## src/rtl/pc_unit_pkg.sv

```systemverilog
// Shared definitions for the program-counter unit: default widths and the
// encoding of the next-PC source selected by the priority mux.
package pc_unit_pkg;

    localparam int PC_WIDTH_DEF = 16;
    localparam int RESET_PC_DEF = 0;

    typedef enum logic [2:0] {
        PC_SRC_HOLD,
        PC_SRC_INC,
        PC_SRC_BRANCH,
        PC_SRC_CALL,
        PC_SRC_RET,
        PC_SRC_CALLRET
    } pc_src_e;

endpackage

```

## src/rtl/pc_ras.sv

```systemverilog
// Return-address stack: circular LIFO of RAS_DEPTH entries. A push onto a
// full stack overwrites the oldest entry. Replace swaps the top entry (tail
// call), and becomes a push when the stack is empty. Overflow, underflow and
// replace-on-empty set a sticky error flag. State updates on falling clk.
module pc_ras #(
    parameter int PC_WIDTH  = 16,
    parameter int RAS_DEPTH = 4,
    localparam int PW = $clog2(RAS_DEPTH),
    localparam int CW = $clog2(RAS_DEPTH + 1)
) (
    input  logic                clk,
    input  logic                rst_n,
    input  logic                push,
    input  logic                pop,
    input  logic                replace,
    input  logic [PC_WIDTH-1:0] wdata,
    output logic [PC_WIDTH-1:0] top,
    output logic [CW-1:0]       count,
    output logic                empty,
    output logic                full,
    output logic                err
);

    localparam logic [PW-1:0] LAST = PW'(RAS_DEPTH - 1);

    logic [PC_WIDTH-1:0] mem [RAS_DEPTH];
    logic [PW-1:0]       wr_ptr;   // slot the next push writes
    logic [PW-1:0]       top_ptr;  // most recent entry
    logic [PW-1:0]       wr_ptr_inc;
    logic                do_push;
    logic                do_replace;

    assign top_ptr    = (wr_ptr == '0) ? LAST : wr_ptr - PW'(1);
    assign wr_ptr_inc = (wr_ptr == LAST) ? '0 : wr_ptr + PW'(1);
    assign empty      = (count == '0);
    assign full       = (count == CW'(RAS_DEPTH));
    assign top        = mem[top_ptr];
    assign do_push    = push | (replace & empty);
    assign do_replace = replace & ~empty;

    // Pointer, occupancy and sticky error; a full push keeps count and
    // lets the write pointer overrun the oldest slot.
    always_ff @(negedge clk or negedge rst_n) begin
        if (!rst_n) begin
            wr_ptr <= '0;
            count  <= '0;
            err    <= 1'b0;
        end else if (do_push) begin
            wr_ptr <= wr_ptr_inc;
            if (!full)
                count <= count + CW'(1);
            if (full || replace)
                err <= 1'b1;
        end else if (pop) begin
            if (empty) begin
                err <= 1'b1;
            end else begin
                wr_ptr <= top_ptr;
                count  <= count - CW'(1);
            end
        end
    end

    // Entry storage; contents are meaningless while count says empty.
    always_ff @(negedge clk) begin
        if (do_push)
            mem[wr_ptr] <= wdata;
        else if (do_replace)
            mem[top_ptr] <= wdata;
    end

endmodule

```

## src/rtl/pc_unit.sv

```systemverilog
// Program-counter unit: PC register, incrementer and next-PC priority mux
// (stall > call&ret > ret > call > branch > increment). State updates on the
// falling edge of clk. Define PC_UNIT_RAS_EN to build in the return-address
// stack; without it call acts as a branch, ret as an increment and the RAS
// flags are tied to empty / not full / no error.
import pc_unit_pkg::*;

module pc_unit #(
    parameter int PC_WIDTH  = PC_WIDTH_DEF,
    parameter int RESET_PC  = RESET_PC_DEF,
    parameter int PC_INC    = 1,
    parameter int RAS_DEPTH = 4
) (
    input  logic                clk,
    input  logic                rst_n,
    input  logic                stall,
    input  logic                branch_taken,
    input  logic [PC_WIDTH-1:0] branch_target,
    input  logic                call,
    input  logic                ret,
    output logic [PC_WIDTH-1:0] current_PC,
    output logic [PC_WIDTH-1:0] next_PC,
    output logic                ras_empty,
    output logic                ras_full,
    output logic                ras_err
);

    logic [PC_WIDTH-1:0] pc_q;
    logic [PC_WIDTH-1:0] pc_inc;
    logic [PC_WIDTH-1:0] ras_top;
    logic                ras_has_entry;
    pc_src_e             src;

    assign pc_inc     = pc_q + PC_WIDTH'(PC_INC);
    assign current_PC = pc_q;

    // Resolve the control inputs into a single next-PC source by priority.
    always_comb begin
        src = PC_SRC_INC;
        if (stall)
            src = PC_SRC_HOLD;
        else if (call && ret)
            src = PC_SRC_CALLRET;
        else if (ret)
            src = PC_SRC_RET;
        else if (call)
            src = PC_SRC_CALL;
        else if (branch_taken)
            src = PC_SRC_BRANCH;
    end

    // Next-PC mux; a return with nothing on the stack falls through to +INC.
    always_comb begin
        next_PC = pc_inc;
        case (src)
            PC_SRC_HOLD:    next_PC = pc_q;
            PC_SRC_BRANCH,
            PC_SRC_CALL,
            PC_SRC_CALLRET: next_PC = branch_target;
            PC_SRC_RET:     next_PC = ras_has_entry ? ras_top : pc_inc;
            default:        next_PC = pc_inc;
        endcase
    end

    // PC register.
    always_ff @(negedge clk or negedge rst_n) begin
        if (!rst_n)
            pc_q <= PC_WIDTH'(RESET_PC);
        else
            pc_q <= next_PC;
    end

`ifdef PC_UNIT_RAS_EN
    logic [$clog2(RAS_DEPTH+1)-1:0] ras_count;

    pc_ras #(
        .PC_WIDTH  (PC_WIDTH),
        .RAS_DEPTH (RAS_DEPTH)
    ) u_ras (
        .clk     (clk),
        .rst_n   (rst_n),
        .push    (src == PC_SRC_CALL),
        .pop     (src == PC_SRC_RET),
        .replace (src == PC_SRC_CALLRET),
        .wdata   (pc_inc),
        .top     (ras_top),
        .count   (ras_count),
        .empty   (ras_empty),
        .full    (ras_full),
        .err     (ras_err)
    );

    assign ras_has_entry = (ras_count != '0);
`else
    assign ras_top       = '0;
    assign ras_has_entry = 1'b0;
    assign ras_empty     = 1'b1;
    assign ras_full      = 1'b0;
    assign ras_err       = 1'b0;
`endif

endmodule

```

## config.mk

```make
export PLATFORM = sky130hd
export DESIGN_NAME = pc_unit
export DESIGN_NICKNAME = d
export VERILOG_FILES = /design/src/rtl/pc_unit_pkg.sv /design/src/rtl/pc_ras.sv /design/src/rtl/pc_unit.sv
export SDC_FILE = /design/constraint.sdc
export NUM_CORES = 1
export LEC_CHECK = 0
export CORE_ASPECT_RATIO = 2
export CORE_MARGIN = 5
export CORE_UTILIZATION = 35
export DETAILED_ROUTE_END_ITERATION = 7
export HOLD_SLACK_MARGIN = 0.15
export PLACE_DENSITY_LB_ADDON = 0.12
export SKIP_CTS_REPAIR_TIMING = 1
export SLEW_MARGIN = 10
export SYNTH_ARGS = -nofsm -noshare
export SYNTH_HDL_FRONTEND = slang
export SYNTH_SLANG_ARGS = --single-unit
```

## constraint.sdc

```tcl
create_clock -name clk -period 2.5 [get_ports clk]
set_input_delay 0.5 -clock clk [delete_from_list [all_inputs] [get_ports clk]]
set_output_delay 0.5 -clock clk [all_outputs]
set_load 0.01 [all_outputs]
```

==> results summary <==
The design area is 2900 sq um. The worst-case hold slack is about 0.64 ns. The TritonCTS clock tree is done. The worst setup path is launched from a flop. The max-cap check violation count came out at 0. After global routing the overflow that remains totals 0. The global-route total usage across every layer is 0.208.

Counting flops with a built-in enable in the synthesized netlist gives 0. From left edge to right edge, the die measures 49.5 microns. The number of sinks on the clock net came out at 16. The prevailing post-synth register cell is sky130_fd_sc_hd__dfrtn_1. By instance count, the leading cell after synthesis is sky130_fd_sc_hd__dfrtn_1. The number of buffers and inverters on the critical path is 4.

The standard cell core area came out at 2980 sq um. Summed over all cells, the static leakage comes to 1.31 nW. The clock slew at the register clock pins of the worst setup and hold paths is roughly 0.05 ns.

The remaining routing DRC violations is 0. Input and output buffers added on the ports amount to between 50 and 60. STA puts the critical path data required time at about 2.0 ns.

Yosys attributes the largest share of cell area to sky130_fd_sc_hd__dfrtn_1 37%, sky130_fd_sc_hd__nand3_1 6.0%, sky130_fd_sc_hd__a2bb2oi_1 4.8%. The die outline area is 4400 sq um. The post-detailed-routing wire length is between 8000 and 9000 microns. between 50 and 60 I/O pins were placed.

The synthesized design spends more area on one cell type than any other, namely sky130_fd_sc_hd__dfrtn_1. The register with the most flip-flops in the layout has 16 of them. The final reports fail on setup timing.

The hold path depth is 2. The placed instance area came out at ~2100 sq um. The detailed router finished its first iteration with 144 violations.

Detailed placement finished with a half-perimeter wire length of 3510 microns. The largest voltage drop on the vdd net is 0.548 mV. The number of cells traversed by the worst register-to-register path came out at 9. The initial antenna violation count is 0. The depth of the CTS H-tree came out at 1.

The first-pass iteration count of the detailed router came out at 5. The diode insertion count for antenna repair came out at 0. In the synthesized netlist, the number of instances is 125.

The die boundary height is slightly below 90 microns. The final number of hold-violating endpoints was 0. In the final routed layout, each cell accounts on average for about 28 microns. Buffers inserted during clock tree synthesis total 3. The initial core utilization came out at 0.366. The async set-reset flop share out of synthesis came out at 1.00. The final clock skew came out at between 0.001 and 0.0015 ns. Synthesis inferred 16 register bits. The number of buffers on the longest clock path came out at 2.

The maximum number of pins on one net before global-route repair came out at 17. Grouping stages by cell kind, the critical path spends the most delay in buffers and inverters. The path type of the worst setup path is flop to output pin. The max-slew violation total from the final report came out at 0. The arrival time of the worst setup path came out at ~3.5 ns. From synthesis to final layout, the design area changed by 165%. The logic depth of the worst setup path including buffers is 9. The overall power consumption came out at approximately 1.5 mW. At the end of the flow, the number of nets in the layout was roughly 300. For this run, the share of the core covered by cells in the final layout is 0.973. Routability-driven placement finished with a final weighted congestion of 0.888. Setup violations remaining at the end of the flow were counted as 48. The fraction of the yosys area taken by sequential cells is 0.367. The critical path goes through buf_6 > ha_4 > nand2_4 > buf_6 > nor3_4 > buf_4 > a311o_1 > o2111ai_2 > buf_2.

The row count came out at 28. The share of post-route cells with drive strength above 1 is 0.711. The path class of the tightest hold or removal check is flop to flop.

Setup repair after global routing could not meet its margin everywhere. The critical path endpoint category is an output pin. The per-cell via count in the routed design came out at 6.59. Sorting the synthesized cells by how often they occur yields 16 x sky130_fd_sc_hd__dfrtn_1, 13 x sky130_fd_sc_hd__nand3_1, 9 x sky130_fd_sc_hd__a21oi_1.

The flow ran to the end, but the final reports show violations. The mean instance size in the synthesized netlist came out at 8.73 sq um. The post-synthesis cell area came out at 1090 sq um. The synthesis warning total came out at 0. The number of global-route vias before repair is 1584. The share of synthesized area in the top cell type comes to 0.367. The final worst-path setup slack is -1.50 ns. Among the stages of the critical path, the cell type that occurs most often is sky130_fd_sc_hd__buf_6. The insertion delay of the later-clocked pin in the worst-skew pair is between 0.2 and 0.3 ns.

For this run, the slowest stage of the critical path takes approximately 0.46 ns. The synthesized netlist contains 42 unique library cells. The count of nets left with antenna violations once routing finished came out at 0. The worst setup slack after placement came out at -1.55 ns. On the critical path, the stage with the largest delay is an instance of sky130_fd_sc_hd__dfrtn_1. The cell area power density came out at a little over 500 nW/um^2. Across all layers, the routed design uses 1997 vias. The highest net fanout along the worst path is 5. The first-pass GRT wire length is ~7300 microns. The cell sitting at the root of the clock tree is a sky130_fd_sc_hd__clkbuf_8.
[stage by stage]
stage	instances	setup TNS, ns
floorplan	126	-15.12
global placement	253	-37.17
detailed placement	253	-38.53
CTS	257	-43.56
global route	303	-29.77
finish	303	-28.45
[layer usage]
layer | track usage | vias to the layer above | share of wire
li1 | - | 785 | -
met1 | 0.209 | 954 | 0.33
met2 | 0.422 | 201 | 0.52
met3 | 0.0351 | 57 | 0.085
met4 | 0.0597 | 0 | 0.065
met5 | 0 | - | 0
[worst paths after layout]
| kind | from | endpoint | slack, ns |
|---|---|---|---|
| max in group asynchronous | rst_n | current_PC[11] | 0.62 |
| min | current_PC[8] | current_PC[8] | 0.64 |
| min in group asynchronous | rst_n | current_PC[14] | 1.71 |
| min reg2reg | current_PC[8] | current_PC[8] | 0.64 |
| max reg2reg | current_PC[0] | current_PC[14] | 0.39 |
| max | current_PC[0] | next_PC[14] | -1.50 |
[power by group]
part           switching, mW  internal, mW
Sequential            0.0404         0.302
Combinational          0.418         0.486
Clock                  0.108         0.140
Total                  0.566         0.929
[cell type report]
cell class / instances / area (sq um)
fillers: 49 / 81.3
multi-input cells: 99 / 981
well taps: 30 / 37.5
flip-flops and latches: 16 / 400
repair buffers: 152 / 1420
inverters: 2 / 7.51
clock buffers: 4 / 55.1
[cells by family after synthesis]
group / Yosys count / share of synthesized area
AOI/OAI and AO/OA: 32 / 0.219
other: 2 / 0.00688
muxes: 2 / 0.0183
buffers and inverters: 13 / 0.0573
and+or+nand+nor: 59 / 0.320
adders and majority gates: 1 / 0.0115
DFF: 16 / 0.367
[worst register-to-register path: stages (launching register included)]
cell                        delay [ns]
sky130_fd_sc_hd__dfrtn_1          0.46
sky130_fd_sc_hd__buf_6            0.15
sky130_fd_sc_hd__ha_4             0.16
sky130_fd_sc_hd__nand2_4          0.06
sky130_fd_sc_hd__buf_6            0.13
sky130_fd_sc_hd__nor3_4           0.33
sky130_fd_sc_hd__buf_4            0.18
sky130_fd_sc_hd__a311o_1          0.19
sky130_fd_sc_hd__o2111ai_2        0.14
sky130_fd_sc_hd__buf_4            0.18
[placed cells by master, fill, tap and decap left out, types with 3 or more instances in the layout]
| cell | count |
|---|---|
| sky130_fd_sc_hd__nand3_1 | 4 |
| sky130_fd_sc_hd__nand3_2 | 8 |
| sky130_fd_sc_hd__or3_4 | 3 |
| sky130_fd_sc_hd__a21oi_2 | 7 |
| sky130_fd_sc_hd__clkbuf_8 | 4 |
| sky130_fd_sc_hd__buf_6 | 61 |
| sky130_fd_sc_hd__buf_4 | 57 |
| sky130_fd_sc_hd__nand4_1 | 8 |
| sky130_fd_sc_hd__dfrtn_1 | 16 |
| sky130_fd_sc_hd__a2bb2oi_2 | 4 |
| sky130_fd_sc_hd__conb_1 | 3 |
| sky130_fd_sc_hd__o22a_1 | 3 |
| sky130_fd_sc_hd__nand2_1 | 5 |
| sky130_fd_sc_hd__clkdlybuf4s50_1 | 17 |
| sky130_fd_sc_hd__buf_2 | 12 |
Note: power is estimated with default switching activity, not from simulation.
